### config.mk
export PLATFORM = sky130hd
export DESIGN_NAME = seq_match_ctrl
export DESIGN_NICKNAME = d
export VERILOG_FILES = /design/src/rtl/seq_match_ctrl.sv
export SDC_FILE = /design/constraint.sdc
export NUM_CORES = 1
export LEC_CHECK = 0
export BUFFER_PORTS_ARGS = -buffer_cell sky130_fd_sc_hd__buf_2
export CORE_UTILIZATION = 58
export CTS_BUF_LIST = sky130_fd_sc_hd__clkbuf_4 sky130_fd_sc_hd__clkbuf_8
export DETAILED_ROUTE_END_ITERATION = 10
export PLACE_DENSITY = 0.82
export SYNTH_ARGS = -nofsm -noshare
export SYNTH_HDL_FRONTEND = slang
export SYNTH_SLANG_ARGS = --single-unit
export TNS_END_PERCENT = 1
### constraint.sdc
create_clock -name clk -period 3.5 [get_ports clk]
set_input_delay 0 -clock clk [delete_from_list [all_inputs] [get_ports clk]]
set_output_delay 0 -clock clk [all_outputs]
set_load 0.1 [all_outputs]
### src/rtl/seq_match_ctrl.sv
// seq_match_ctrl: run-controlled programmable serial pattern matcher.
// Counts pattern hits over a window of valid samples; every output is registered.
module seq_match_ctrl #(
   parameter int MAXLEN = 8,
   parameter int LENW   = 4,
   parameter int WINW   = 16,
   parameter int CNTW   = 8
) (
   input  logic              clk,
   input  logic              reset_n,
   input  logic              cfg_we,
   input  logic [MAXLEN-1:0] cfg_pattern,
   input  logic [LENW-1:0]   cfg_len,
   input  logic              cfg_overlap,
   input  logic              start,
   input  logic [WINW-1:0]   window_len,
   input  logic              x_valid,
   input  logic              x,
   output logic              busy,
   output logic              match,
   output logic [CNTW-1:0]   match_count,
   output logic              done,
   output logic              cfg_err,
   output logic              dbg_state
);

   // Handshake: start is a one-cycle request honoured only in IDLE; x is consumed
   // on every RUN cycle with x_valid=1 (no backpressure, so no ready signal).
   typedef enum logic {IDLE = 1'b0, RUN = 1'b1} state_t;

   localparam logic [LENW-1:0] MAXLEN_L = LENW'(MAXLEN);

   state_t            state, state_d;
   logic [MAXLEN-1:0] pattern, pattern_d;
   logic [LENW-1:0]   len, len_d;
   logic              overlap, overlap_d;
   logic [MAXLEN-1:0] history, history_d;
   logic [LENW-1:0]   fill, fill_d;
   logic [WINW-1:0]   remaining, remaining_d;
   logic [CNTW-1:0]   count_d;
   logic              busy_d, match_d, done_d, cfg_err_d;

   logic              cfg_load;
   logic [MAXLEN-1:0] hist_new;
   logic [MAXLEN-1:0] len_mask;
   logic              hit;
   logic              last_sample;

   assign dbg_state   = state;
   assign cfg_load    = cfg_we && (state == IDLE) && (cfg_len != '0) && (cfg_len <= MAXLEN_L);
   assign hist_new    = {history[MAXLEN-2:0], x};
   assign len_mask    = ~({MAXLEN{1'b1}} << len);
   // fill counts bits gathered since run start or the last non-overlapping hit
   assign hit         = (({1'b0, fill} + (LENW+1)'(1)) >= {1'b0, len}) &&
                        (((hist_new ^ pattern) & len_mask) == '0);
   assign last_sample = x_valid && (remaining == WINW'(1));

   always_ff @(posedge clk or negedge reset_n) begin
      if (!reset_n) state <= IDLE;
      else          state <= state_d;
   end

   always_comb begin
      state_d = state;
      case (state)
         IDLE:    if (start && (window_len != '0)) state_d = RUN;
         RUN:     if (last_sample) state_d = IDLE;
         default: state_d = IDLE;
      endcase
   end

   always_comb begin
      pattern_d   = pattern;
      len_d       = len;
      overlap_d   = overlap;
      history_d   = history;
      fill_d      = fill;
      remaining_d = remaining;
      count_d     = match_count;
      busy_d      = busy;
      match_d     = 1'b0;
      done_d      = 1'b0;
      cfg_err_d   = cfg_we && !cfg_load;
      if (cfg_load) begin
         pattern_d = cfg_pattern;
         len_d     = cfg_len;
         overlap_d = cfg_overlap;
      end
      case (state)
         IDLE: begin
            if (start) begin
               count_d = '0;
               if (window_len == '0) begin
                  done_d = 1'b1;
               end else begin
                  history_d   = '0;
                  fill_d      = '0;
                  remaining_d = window_len;
                  busy_d      = 1'b1;
               end
            end
         end
         RUN: begin
            if (x_valid) begin
               history_d   = hist_new;
               remaining_d = remaining - WINW'(1);
               fill_d      = (fill == MAXLEN_L) ? fill : fill + LENW'(1);
               if (hit) begin
                  match_d = 1'b1;
                  if (match_count != '1) count_d = match_count + CNTW'(1);
                  if (!overlap) fill_d = '0;
               end
               if (last_sample) begin
                  done_d = 1'b1;
                  busy_d = 1'b0;
               end
            end
         end
         default: ;
      endcase
   end

   always_ff @(posedge clk or negedge reset_n) begin
      if (!reset_n) begin
         pattern     <= '0;
         len         <= LENW'(1);
         overlap     <= 1'b1;
         history     <= '0;
         fill        <= '0;
         remaining   <= '0;
         match_count <= '0;
         busy        <= 1'b0;
         match       <= 1'b0;
         done        <= 1'b0;
         cfg_err     <= 1'b0;
      end else begin
         pattern     <= pattern_d;
         len         <= len_d;
         overlap     <= overlap_d;
         history     <= history_d;
         fill        <= fill_d;
         remaining   <= remaining_d;
         match_count <= count_d;
         busy        <= busy_d;
         match       <= match_d;
         done        <= done_d;
         cfg_err     <= cfg_err_d;
      end
   end

endmodule

==> impl_metrics.ini <==
[route]
initialDrtViolationCount = 193
routed_via_count = 2634
per_cell_routed_wire_length_um = 15.5
dr.pass1.iters = 4
postRouteAntennaNets = 0
route.detailed.vias_per_inst = 5.95
drcViolationCount = 0
totalWireLength_um = 6850

[pwr]
power_density_nw_per_um2 = 580
power_mw = 2.04
power.ir.vdd_worst_uv = 387
internal_power_mw = 1.28
pwr-share-seq = 0.472
power_frac_comb = 0.344
p_sw_uw = 764
leakage_dissipation_nw = 1.57
switching_share = 0.374
clockPowerShare = 0.183

[synthesis]
synth-compound-area-share = 0.158
synth_area_in_simple_gates = 0.226
postSynthNetCount = 344
syn_area_um2 = 2830
avgSynthCellArea_um2 = 9.44
yosys-mux-area-fraction = 0.0433
synth_async_sr_flop_share = 1.00
synth_top_family_by_area = simple AND/OR/NAND/NOR gates
ys_ff_latch = 53
post_synth_fa_ha_maj_area_fraction = 0.0398
yosysSeqAreaShare = 0.469
synth.yosys.warnings = 0
postSynthCellCount = 300
synth_edf_count = 0
synth_cell_type_count = 48
synth_xor_xnor_area_share = 0.0340
yosys_most_used_dff = sky130_fd_sc_hd__dfrtp_1

[global_route]
grt_pass1_vias = 2489
grt_remaining_overflow = 0
antenna_violations_before_repair = 0
global_route.usage.total = 0.279
grt_start_max_net_pins = 31
grt_pass1_wl_um = 11200

[timing]
final_max_slew_viol_count = 0
rsz0062_at_grt = no
setup_viol = 0
achievable-frequency_mhz = 356
maxSlewHeadroom = 0.250
fin_setup_tns_ns = 0
tightestPinTransition_ns = 1.12
report.final.hold_viol_count = 0
fin_crit_ns = 2.81
setup_skew_after_layout_ns = 0.00571
period_share = 0.803
whs_ns = 0.0206

[setup_path]
criticalPathCategory = flip-flop to flip-flop
worstSetupStartpointType = flip-flop
endpoint = match_count[3]
ff2ff_setup_slack_ns = 0.69
critPathCaptureType = flip-flop
crit_required_ns = 3.70
worstPathMaxFanout = 14
data_arrival_at_the_endpoint_of_the_critical_path_ns = 3.01
worst_r2r_startpoint = fill[0]
critPathLaunch = fill[0]
r2r.worst_path.cells = 8
worstReg2RegEnd = match_count[3]

[hold_path]
hold_path_class = input port to flip-flop
holdPathStages = 3

[cells_and_area]
layout-drive-gt1-share = 0.202
most_frequent_cells_in_the_layout = 51 x sky130_fd_sc_hd__nand2_1, 51 x sky130_fd_sc_hd__dfrtp_1, 47 x sky130_fd_sc_hd__buf_2, 29 x sky130_fd_sc_hd__dlygate4sd3_1
number_of_antenna_diodes = 0
design.final.nets = 419
final_util = 0.745
post-route-cell-area_um2 = 3520
nFillCells = 329
register_area_um2 = 1330
multi_input_area_um2 = 1430
area.growth.synth_to_final_pct = 24.3

[clock_tree]
cts_sinks = 53
htree_num_levels = 2
cts_tree = built
clk-insertion-delay-late_ns = 0.31
maximum_clock_insertion_buffer_count = 2
cts_made_buffers = 5
clock_pin_slew_of_the_registers_on_the_worst_case_setup_and_hold_paths_ns = 0.09
cts_root_buf = sky130_fd_sc_hd__clkbuf_8
post_cts_buffers = 0
cts_resized = 0

[floorplanning]
coreArea_um2 = 4720
std_cell_rows = 25
ios = 48
horizontal_die_dimension_um = 71.9
initial_core_util = 0.599
floorplan.die.height_um = 71.9
die_area_um2 = 5170

[placement]
port-buffer-count = 47
dpl-instance-area_um2 = 3130
dp_hpwl_um = 4540
routabilityCongestion = 0.772

[job]
maxCapViolations = 0

[outcome]
outcome = completed
## worst min-delay path by stage
stage                              from              to  slack [ns]
after floorplan                 reset_n            busy       -0.30
final                     window_len[0]    remaining[0]        0.02
after CTS                 window_len[0]    remaining[0]       0.006
after global placement          reset_n  match_count[1]        0.01
after detailed placement        reset_n  match_count[2]        0.01
after global routing      window_len[0]    remaining[0]        0.01
## cells by family (layout without fill, tap and decap cells)
logic type / Yosys count / in the layout
AOI/OAI and AO/OA: 67 / 67
xor gates and xnor gates: 11 / 11
adders and majority gates: 9 / 9
buffers and inverters: 21 / 97
DFF: 53 / 53
muxes: 11 / 11
and+or+nand+nor: 128 / 128
## what timing repair did
item,4_1_cts,5_1_grt
hold endpoints to repair,51,0
hold buffers,29,0
endpoints found under the setup margin,0,0
## sequential cells by signal, summed over array words and instances (netlist names), 4 cells and up
| signal | count |
|---|---|
| history | 7 |
| fill | 4 |
| match_count | 8 |
| pattern | 8 |
| len | 4 |
| remaining | 16 |
## worst max-delay path, stage by stage, from the launching register on
cell and delay, ns:
sky130_fd_sc_hd__dfrtp_1 0.44, sky130_fd_sc_hd__ha_1 0.27, sky130_fd_sc_hd__xor2_1 0.18, sky130_fd_sc_hd__ha_1 0.28
sky130_fd_sc_hd__o21ai_0 0.08, sky130_fd_sc_hd__o21a_1 0.19, sky130_fd_sc_hd__or4_4 0.61, sky130_fd_sc_hd__or2_4 0.31
sky130_fd_sc_hd__a311o_1 0.34
## through the flow
step / instances / setup slack, ns
after floorplan: 300 / 0.918
after global placement: 406 / 0.791
after detailed placement: 406 / 0.712
after CTS: 443 / 0.697
after global routing: 443 / 0.583
final: 443 / 0.691
## metal layers
metal | track usage | share of wire | wire length (um) | up-vias
met2 | 0.444 | 0.50 | 3400 | 114
li1 | - | - | - | 1241
met1 | 0.372 | 0.41 | 2820 | 1259
met4 | 0.122 | 0.023 | 160 | 0
met5 | 0 | 0 | 0 | -
met3 | 0.0577 | 0.070 | 477 | 20
## layout make-up
cell class	instances	area share
sequential	53	0.377
clock buffer	7	0.0274
timing repair buffer	78	0.154
multi-input combinational	226	0.405
clock inverter	1	0.00142
tap	67	0.0238
inverter	11	0.0117
## power groups by stage
stage / registers [mW] / clock network (mW) / logic, mW
CTS: 0.958 / 0.388 / 0.687
detailed placement: 0.971 / 0 / 0.650
floorplan: 0.988 / 0 / 0.442
global placement: 0.957 / 0 / 0.614
finish: 0.965 / 0.375 / 0.703
global route: 0.988 / 0.407 / 0.763
## synth_stat cells, drive strengths merged, types with 2 or more instances
| cell | number | share of area |
|---|---|---|
| nor2 | 9 | 0.012 |
| clkbuf | 9 | 0.012 |
| dfstp | 2 | 0.019 |
| nand2b | 6 | 0.013 |
| xnor2 | 8 | 0.025 |
| ha | 9 | 0.040 |
| o22ai | 4 | 0.0088 |
| and2 | 3 | 0.0066 |
| inv | 11 | 0.015 |
| xor2 | 3 | 0.0093 |
| mux2 | 10 | 0.040 |
| dfrtp | 51 | 0.45 |
| and3 | 3 | 0.0066 |
| nand3 | 20 | 0.035 |
| or3 | 6 | 0.013 |
| nand3b | 2 | 0.0053 |
| a22o | 2 | 0.0062 |
| nor2b | 5 | 0.011 |
| a21oi | 9 | 0.016 |
| o211ai | 10 | 0.027 |
| o311ai | 3 | 0.0093 |
| nand2 | 51 | 0.068 |
| o41ai | 2 | 0.0062 |
| a211oi | 3 | 0.0080 |
| nor4 | 9 | 0.020 |
| nor3 | 7 | 0.014 |
| o21ai | 20 | 0.035 |
| or4 | 4 | 0.013 |
| a22oi | 3 | 0.0080 |
Note: power is estimated with default switching activity, not from simulation.
